**src/rtl/instr_fetch.sv**
```systemverilog
// Instruction fetch front-end: sequential fetch, one-cycle imem latency,
// prefetch FIFO to decode, and redirect flush/restart.
module instr_fetch #(
  parameter int ADDRWIDTH = 32,
  parameter int DATAWIDTH = 32,
  parameter logic [ADDRWIDTH-1:0] RESET_PC = '0,
  parameter int FIFO_DEPTH = 4
) (
  input  logic                 clk,
  input  logic                 cpu_rst,
  output logic [ADDRWIDTH-1:0] instr_rd_addr,
  input  logic [DATAWIDTH-1:0] instr_rd_data,
  output logic                 dec_valid,
  output logic [DATAWIDTH-1:0] dec_instr,
  output logic [ADDRWIDTH-1:0] dec_pc,
  input  logic                 dec_ready,
  input  logic                 redirect_valid,
  input  logic [ADDRWIDTH-1:0] redirect_pc
);

  localparam int PW = $clog2(FIFO_DEPTH);
  localparam int CW = PW + 1;

  logic [ADDRWIDTH-1:0] fetch_pc;
  logic [ADDRWIDTH-1:0] rsp_pc;
  logic                 rsp_pending;
  logic [PW-1:0]        wr_ptr;
  logic [PW-1:0]        rd_ptr;
  logic [CW-1:0]        count;

  logic [ADDRWIDTH-1:0] pc_q  [FIFO_DEPTH];
  logic [DATAWIDTH-1:0] ins_q [FIFO_DEPTH];

  logic                 issue;
  logic                 push;
  logic                 pop;
  logic [ADDRWIDTH-1:0] redir_aligned;

  // credit check uses current count only; a same-cycle pop gives no credit
  assign issue = !redirect_valid &&
                 ((count + CW'(rsp_pending)) < CW'(FIFO_DEPTH));
  assign push  = rsp_pending && !redirect_valid;
  assign pop   = dec_valid && dec_ready;

  assign redir_aligned = redirect_pc & ~ADDRWIDTH'(3);

  assign instr_rd_addr = {2'b00, fetch_pc[ADDRWIDTH-1:2]};

  assign dec_valid = (count != '0);
  assign dec_instr = dec_valid ? ins_q[rd_ptr] : '0;
  assign dec_pc    = dec_valid ? pc_q[rd_ptr]  : '0;

  // fetch address and in-flight request tracking
  always_ff @(posedge clk or posedge cpu_rst) begin
    if (cpu_rst) begin
      fetch_pc    <= RESET_PC;
      rsp_pending <= 1'b0;
      rsp_pc      <= '0;
    end else if (redirect_valid) begin
      fetch_pc    <= redir_aligned;
      rsp_pending <= 1'b0;
    end else if (issue) begin
      fetch_pc    <= fetch_pc + ADDRWIDTH'(4);
      rsp_pending <= 1'b1;
      rsp_pc      <= fetch_pc;
    end else begin
      rsp_pending <= 1'b0;
    end
  end

  // prefetch FIFO pointers and occupancy; redirect empties it
  always_ff @(posedge clk or posedge cpu_rst) begin
    if (cpu_rst) begin
      wr_ptr <= '0;
      rd_ptr <= '0;
      count  <= '0;
    end else if (redirect_valid) begin
      wr_ptr <= '0;
      rd_ptr <= '0;
      count  <= '0;
    end else begin
      if (push) wr_ptr <= wr_ptr + PW'(1);
      if (pop)  rd_ptr <= rd_ptr + PW'(1);
      if (push && !pop)
        count <= count + CW'(1);
      else if (pop && !push)
        count <= count - CW'(1);
    end
  end

  // FIFO storage, written with the returning imem word and its PC
  always_ff @(posedge clk) begin
    if (push) begin
      pc_q[wr_ptr]  <= rsp_pc;
      ins_q[wr_ptr] <= instr_rd_data;
    end
  end

endmodule

```
**config.mk**
```make
export PLATFORM = sky130hd
export DESIGN_NAME = instr_fetch
export DESIGN_NICKNAME = d
export VERILOG_FILES = /design/src/rtl/instr_fetch.sv
export SDC_FILE = /design/constraint.sdc
export NUM_CORES = 1
export LEC_CHECK = 0
export CELL_PAD_IN_SITES_DETAIL_PLACEMENT = 2
export CELL_PAD_IN_SITES_GLOBAL_PLACEMENT = 2
export CORE_ASPECT_RATIO = 1.75
export CORE_MARGIN = 1.5
export CORE_UTILIZATION = 40
export DETAILED_ROUTE_END_ITERATION = 8
export GPL_TIMING_DRIVEN = 0
export PLACE_DENSITY = 0.79
export SYNTH_ARGS = -nofsm -noshare
export SYNTH_HDL_FRONTEND = slang
export SYNTH_SLANG_ARGS = --single-unit
```
**constraint.sdc**
```tcl
create_clock -name clk -period 3.6 [get_ports clk]
set_input_delay 0.72 -clock clk [delete_from_list [all_inputs] [get_ports clk]]
set_output_delay 0.72 -clock clk [all_outputs]
set_load 0.1 [all_outputs]
```
==> summary.md <==
| Metric | Value |
|---|---|
| Ys async rst share | `21.5%` |
| Area leader, netlist | `edfxtp_1` |
| Num rows | `86` |
| Routed vias | `around 7000` |
| Fin crit share | `between 90% and 100%` |
| Worst Path Arrival | `2.76 ns` |
| DP HPWL | `between 20000 and 25000 um` |
| Fin cells | `approximately 1300` |
| Layout cell share with drive strength beyond 1 | `26.9%` |
| Simple-gate area share of the yosys netlist | `under 10%` |
| Mapped cell area | `12800 um2` |
| Clk sinks | `316` |
| Uppermost layer routed | `met4` |
| Post-CTS setup buffer count | `0` |
| Worst hold slack | `about 0.38 ns` |
| Footprint of the multi-input gates | `3380 um2` |
| H-tree levels | `1` |
| CP max-delay cell | `clkdlybuf4s15_2` |
| Minimum clock period | `3.48 ns` |
| PwrDens | `just over 900 nW/um2` |
| Fin nets | `976` |
| Fmax achieved | `between 0.2 and 0.3 GHz` |
| P_int | `between 7 and 8 mW` |
| Crit-path max FO | `10` |
| WP data required | `~2.9 ns` |
| Yosys Warn Count | `0` |
| Largest family of logic cells by synthesized area | `multiplexers` |
| Die area | `33000 um2` |
| Largest cells by area after synthesis | `edfxtp_1 (58%), dfrtp_1 (13%), mux4_2 (11%)` |
| Count of flip-flops with a built-in enable after synthesis | `about 250` |
| Slew HR | `a little under a third` |
| Die Wd | `approximately 140 um` |
| Most used cell, CP | `clkbuf_2` |
| TritonCTS clock tree | `yes` |
| M1 WL | `11800 um` |
| Pin count of the biggest net entering global routing | `67` |
| Clock Tree Buf Depth | `3` |
| Final wirelength | `32100 um` |
| Worst-Margin Slew | `1.03 ns` |
| Seq/Total Area, Yosys | `71.7%` |
| RSZ-0062 raised after global routing | `false` |
| Area growth, synth to finish | `23.6%` |
| Wire per inst | `24.3 um` |
| Adder-cell share of the synthesized area | `0.648%` |
| Ordered list of cells on the worst path | `clkbuf_2 > or3_1 > clkbuf_2 > clkbuf_2 > and2_1 > clkdlybuf4s15_2` |
| Number of detailed-route iterations in the first pass | `6` |
| Initial antenna violation count | `1` |
| Number of fill cells | `just under 3000` |
| Global placer's final weighted congestion | `~0.75` |
| WL met2 | `between 15000 and 20000 um` |
| VDD IR-drop max | `0.582 mV` |
| Post-synthesis cell type count | `47` |
| Port-buffer cells | `about 160` |
| Synth top area share | `58.4%` |
| Crit-path max cell delay | `0.47 ns` |
| Synth Area in XOR/XNOR | `2.26%` |
| Cells after Synth | `706` |
| Final setup viols | `0` |
| P_sw | `6.69 mW` |
| Fin Clk Skew | `0.00859 ns` |
| HP Class | `input pin to async pin` |
| Die height | `239 um` |
| Core area | `31400 um2` |
| Antenna Nets Post-Route | `0` |
| 1st-iter DRT viols | `312` |
| Residual DRC count | `0` |
| Vias/cell | `5.27` |
| Mean Syn Cell Area | `18.1 um2` |
| Global-route wire length before repair | `between 40000 and 50000 um` |
| Mux cell area share after synthesis | `between 10 and 15%` |
| Vias in the first global route | `8116` |
| Setup CP Type | `flip-flop to primary output` |
| Top FF cell, synth | `edfxtp_1` |
| Hold Vio Cnt, Final | `0` |
| Max-slew violation count | `0` |
| Placed cells | `~1300` |
| Top-Level Pins | `165` |
| Sequential cell area | `9150 um2` |
| Critical Path Sink Type | `primary output` |
| Cts hold-fix bufs | `0` |
| Run status | `finished clean` |
| Combinational Power Share | `44.3%` |
| GRT Total Usage | `20.2%` |
| Num CTS Buffers | `30` |
| Total grt overflow | `0` |
| Clock network fraction of total power | `21.6%` |
| WL met3 | `1110 um` |
| Clk_lat worst skew | `about 0.56 ns` |
| Worst Setup Start Kind | `flip-flop` |
| Compound-Gate Fraction of Synth Area | `1.52%` |
| # Max-Cap Violations | `0` |
| Seq cells post-synth | `316` |
| Leak Pwr | `5.52 nW` |
| Clock slew at reported path FFs | `0.06 ns` |
| Switching Share | `a little under half` |
| Clock Root Buffer | `clkbuf_16` |
| Part of the power in registers | `34.1%` |
| Initial Utilization | `40.6%` |
power by group through the flow:
stage,registers [mW],logic [mW],clock network [mW]
after detailed placement,5.04,6.96,0
after global placement,4.98,6.81,0
after global routing,5.07,6.80,3.38
after floorplan,5.20,4.96,0
after CTS,5.01,6.76,3.27
final,5.01,6.50,3.18
final timing paths:
kind / from / end / slack [ns] / cells after the start
max in group asynchronous: cpu_rst / rd_ptr[0]$_DFFE_PP0P_ / 2.67 / 3
worst max-delay path: count[2]$_DFFE_PP0P_ / dec_pc[18] / 0.12 / 6
worst min register to register: rsp_pc[12]$_DFFE_PP0P_ / pc_q[0][12]$_DFFE_PP_ / 0.53 / 0
worst min-delay path: cpu_rst / rsp_pc[7]$_DFFE_PP0P_ / 0.38 / 2
min in group clk: rsp_pc[12]$_DFFE_PP0P_ / pc_q[0][12]$_DFFE_PP_ / 0.53 / 0
worst max register to register: rsp_pending$_DFF_PP0_ / fetch_pc[17]$_DFFE_PP0N_ / 1.10 / 8
cells in the mapped netlist (2+ instances only):
library cell  instances
a211oi_1              2
a21oi_1               2
a31oi_1               3
and2_1               69
and3_1                3
and4_1                3
buf_2                 8
buf_4                 7
clkbuf_1             21
clkbuf_8              2
dfrtp_1              68
edfxtp_1            248
ha_1                  5
inv_1                 8
mux2_2               34
mux2i_1               5
mux4_2               62
nand2_1              34
nand2b_1              2
nand3_1              11
nand4_1              12
nor2_1               14
nor3_1                5
nor4_1                2
o21ai_0              20
o21ai_1               5
o31a_1                2
xnor2_1              11
xor2_1               20
layer usage:
metal | up-vias | GRT usage (%)
li1 | 3099 | -
met1 | 3655 | 22.2
met2 | 171 | 39.0
met3 | 52 | 2.56
met4 | 0 | 6.47
met5 | - | 0
state kept, by name (all words and copies together) (netlist names):
| name | flops |
|---|---|
| ins_q | 128 |
| pc_q | 120 |
| fetch_pc | 30 |
| rsp_pc | 30 |
| count | 3 |
| rd_ptr | 2 |
| wr_ptr | 2 |
| rsp_pending | 1 |
worst max-delay path, delay by kind of cell (launching register included):
| family | cells | cell delay (ns) |
|---|---|---|
| AND/OR/NAND/NOR | 2 | 0.57 |
| buffers and inverters | 4 | 1.22 |
| flip-flops | 1 | 0.41 |
through the flow:
step	TNS (ns)	cell area [um2]	util [%]	total power, mW	worst slack, ns
after global routing	0	15800	50.2	15.2	0.000746
after global placement	-346.45	14800	47.2	11.8	-1.27
after CTS	0	16000	50.8	15.0	0.000299
after floorplan	0	12800	-	10.2	0.242
after detailed placement	-21.81	15000	47.7	12.0	-0.527
final	0	15800	50.2	14.7	0.116
layout by cell type, fill, tap and decap left out, types with 3 or more instances in the layout:
master,instances
clkbuf_2,12
xnor2_1,11
clkdlybuf4s50_1,95
and2_1,65
mux2i_1,5
xor2_1,20
clkdlybuf4s15_2,10
conb_1,4
edfxtp_1,248
nor2_1,14
clkinv_2,6
clkbuf_16,31
clkbuf_1,14
nand4_1,12
buf_2,54
inv_1,7
clkbuf_8,5
ha_1,5
and4_1,3
buf_16,5
o21ai_0,20
o21ai_1,5
nand3_1,11
a31oi_1,3
and3_1,3
dfrtp_1,67
and2_4,4
mux4_2,62
bufinv_16,3
nor3_1,5
clkinv_1,6
buf_4,10
nand2_1,34
mux2_2,34
cells by family (layout without fill, tap and decap cells):
kind of cell | after synthesis | in the layout
AND/OR/NAND/NOR | 167 | 167
XOR/XNOR | 32 | 32
adder cells (fa/ha/maj) | 6 | 6
multiplexers | 101 | 101
other | 1 | 5
buffers and inverters | 48 | 265
flip-flops | 316 | 316
AO/OA/AOI/OAI | 35 | 35
repair_timing:
item	4_1_cts	5_1_grt
pin swaps	0	0
endpoints found under the hold margin	0	0
gates resized for setup	239	58
setup endpoints to repair	63	34
area by class of cell:
cell class,count,area share (%)
inverters,8,0.206
clock buffers,39,5.30
clock inverters,17,1.01
well taps,396,3.14
plain buffers,38,1.47
repair buffers,163,9.35
diodes,1,0.0159
flip-flops and latches,316,58.1
multi-input cells,345,21.4
Note: power is estimated with default switching activity, not from simulation.
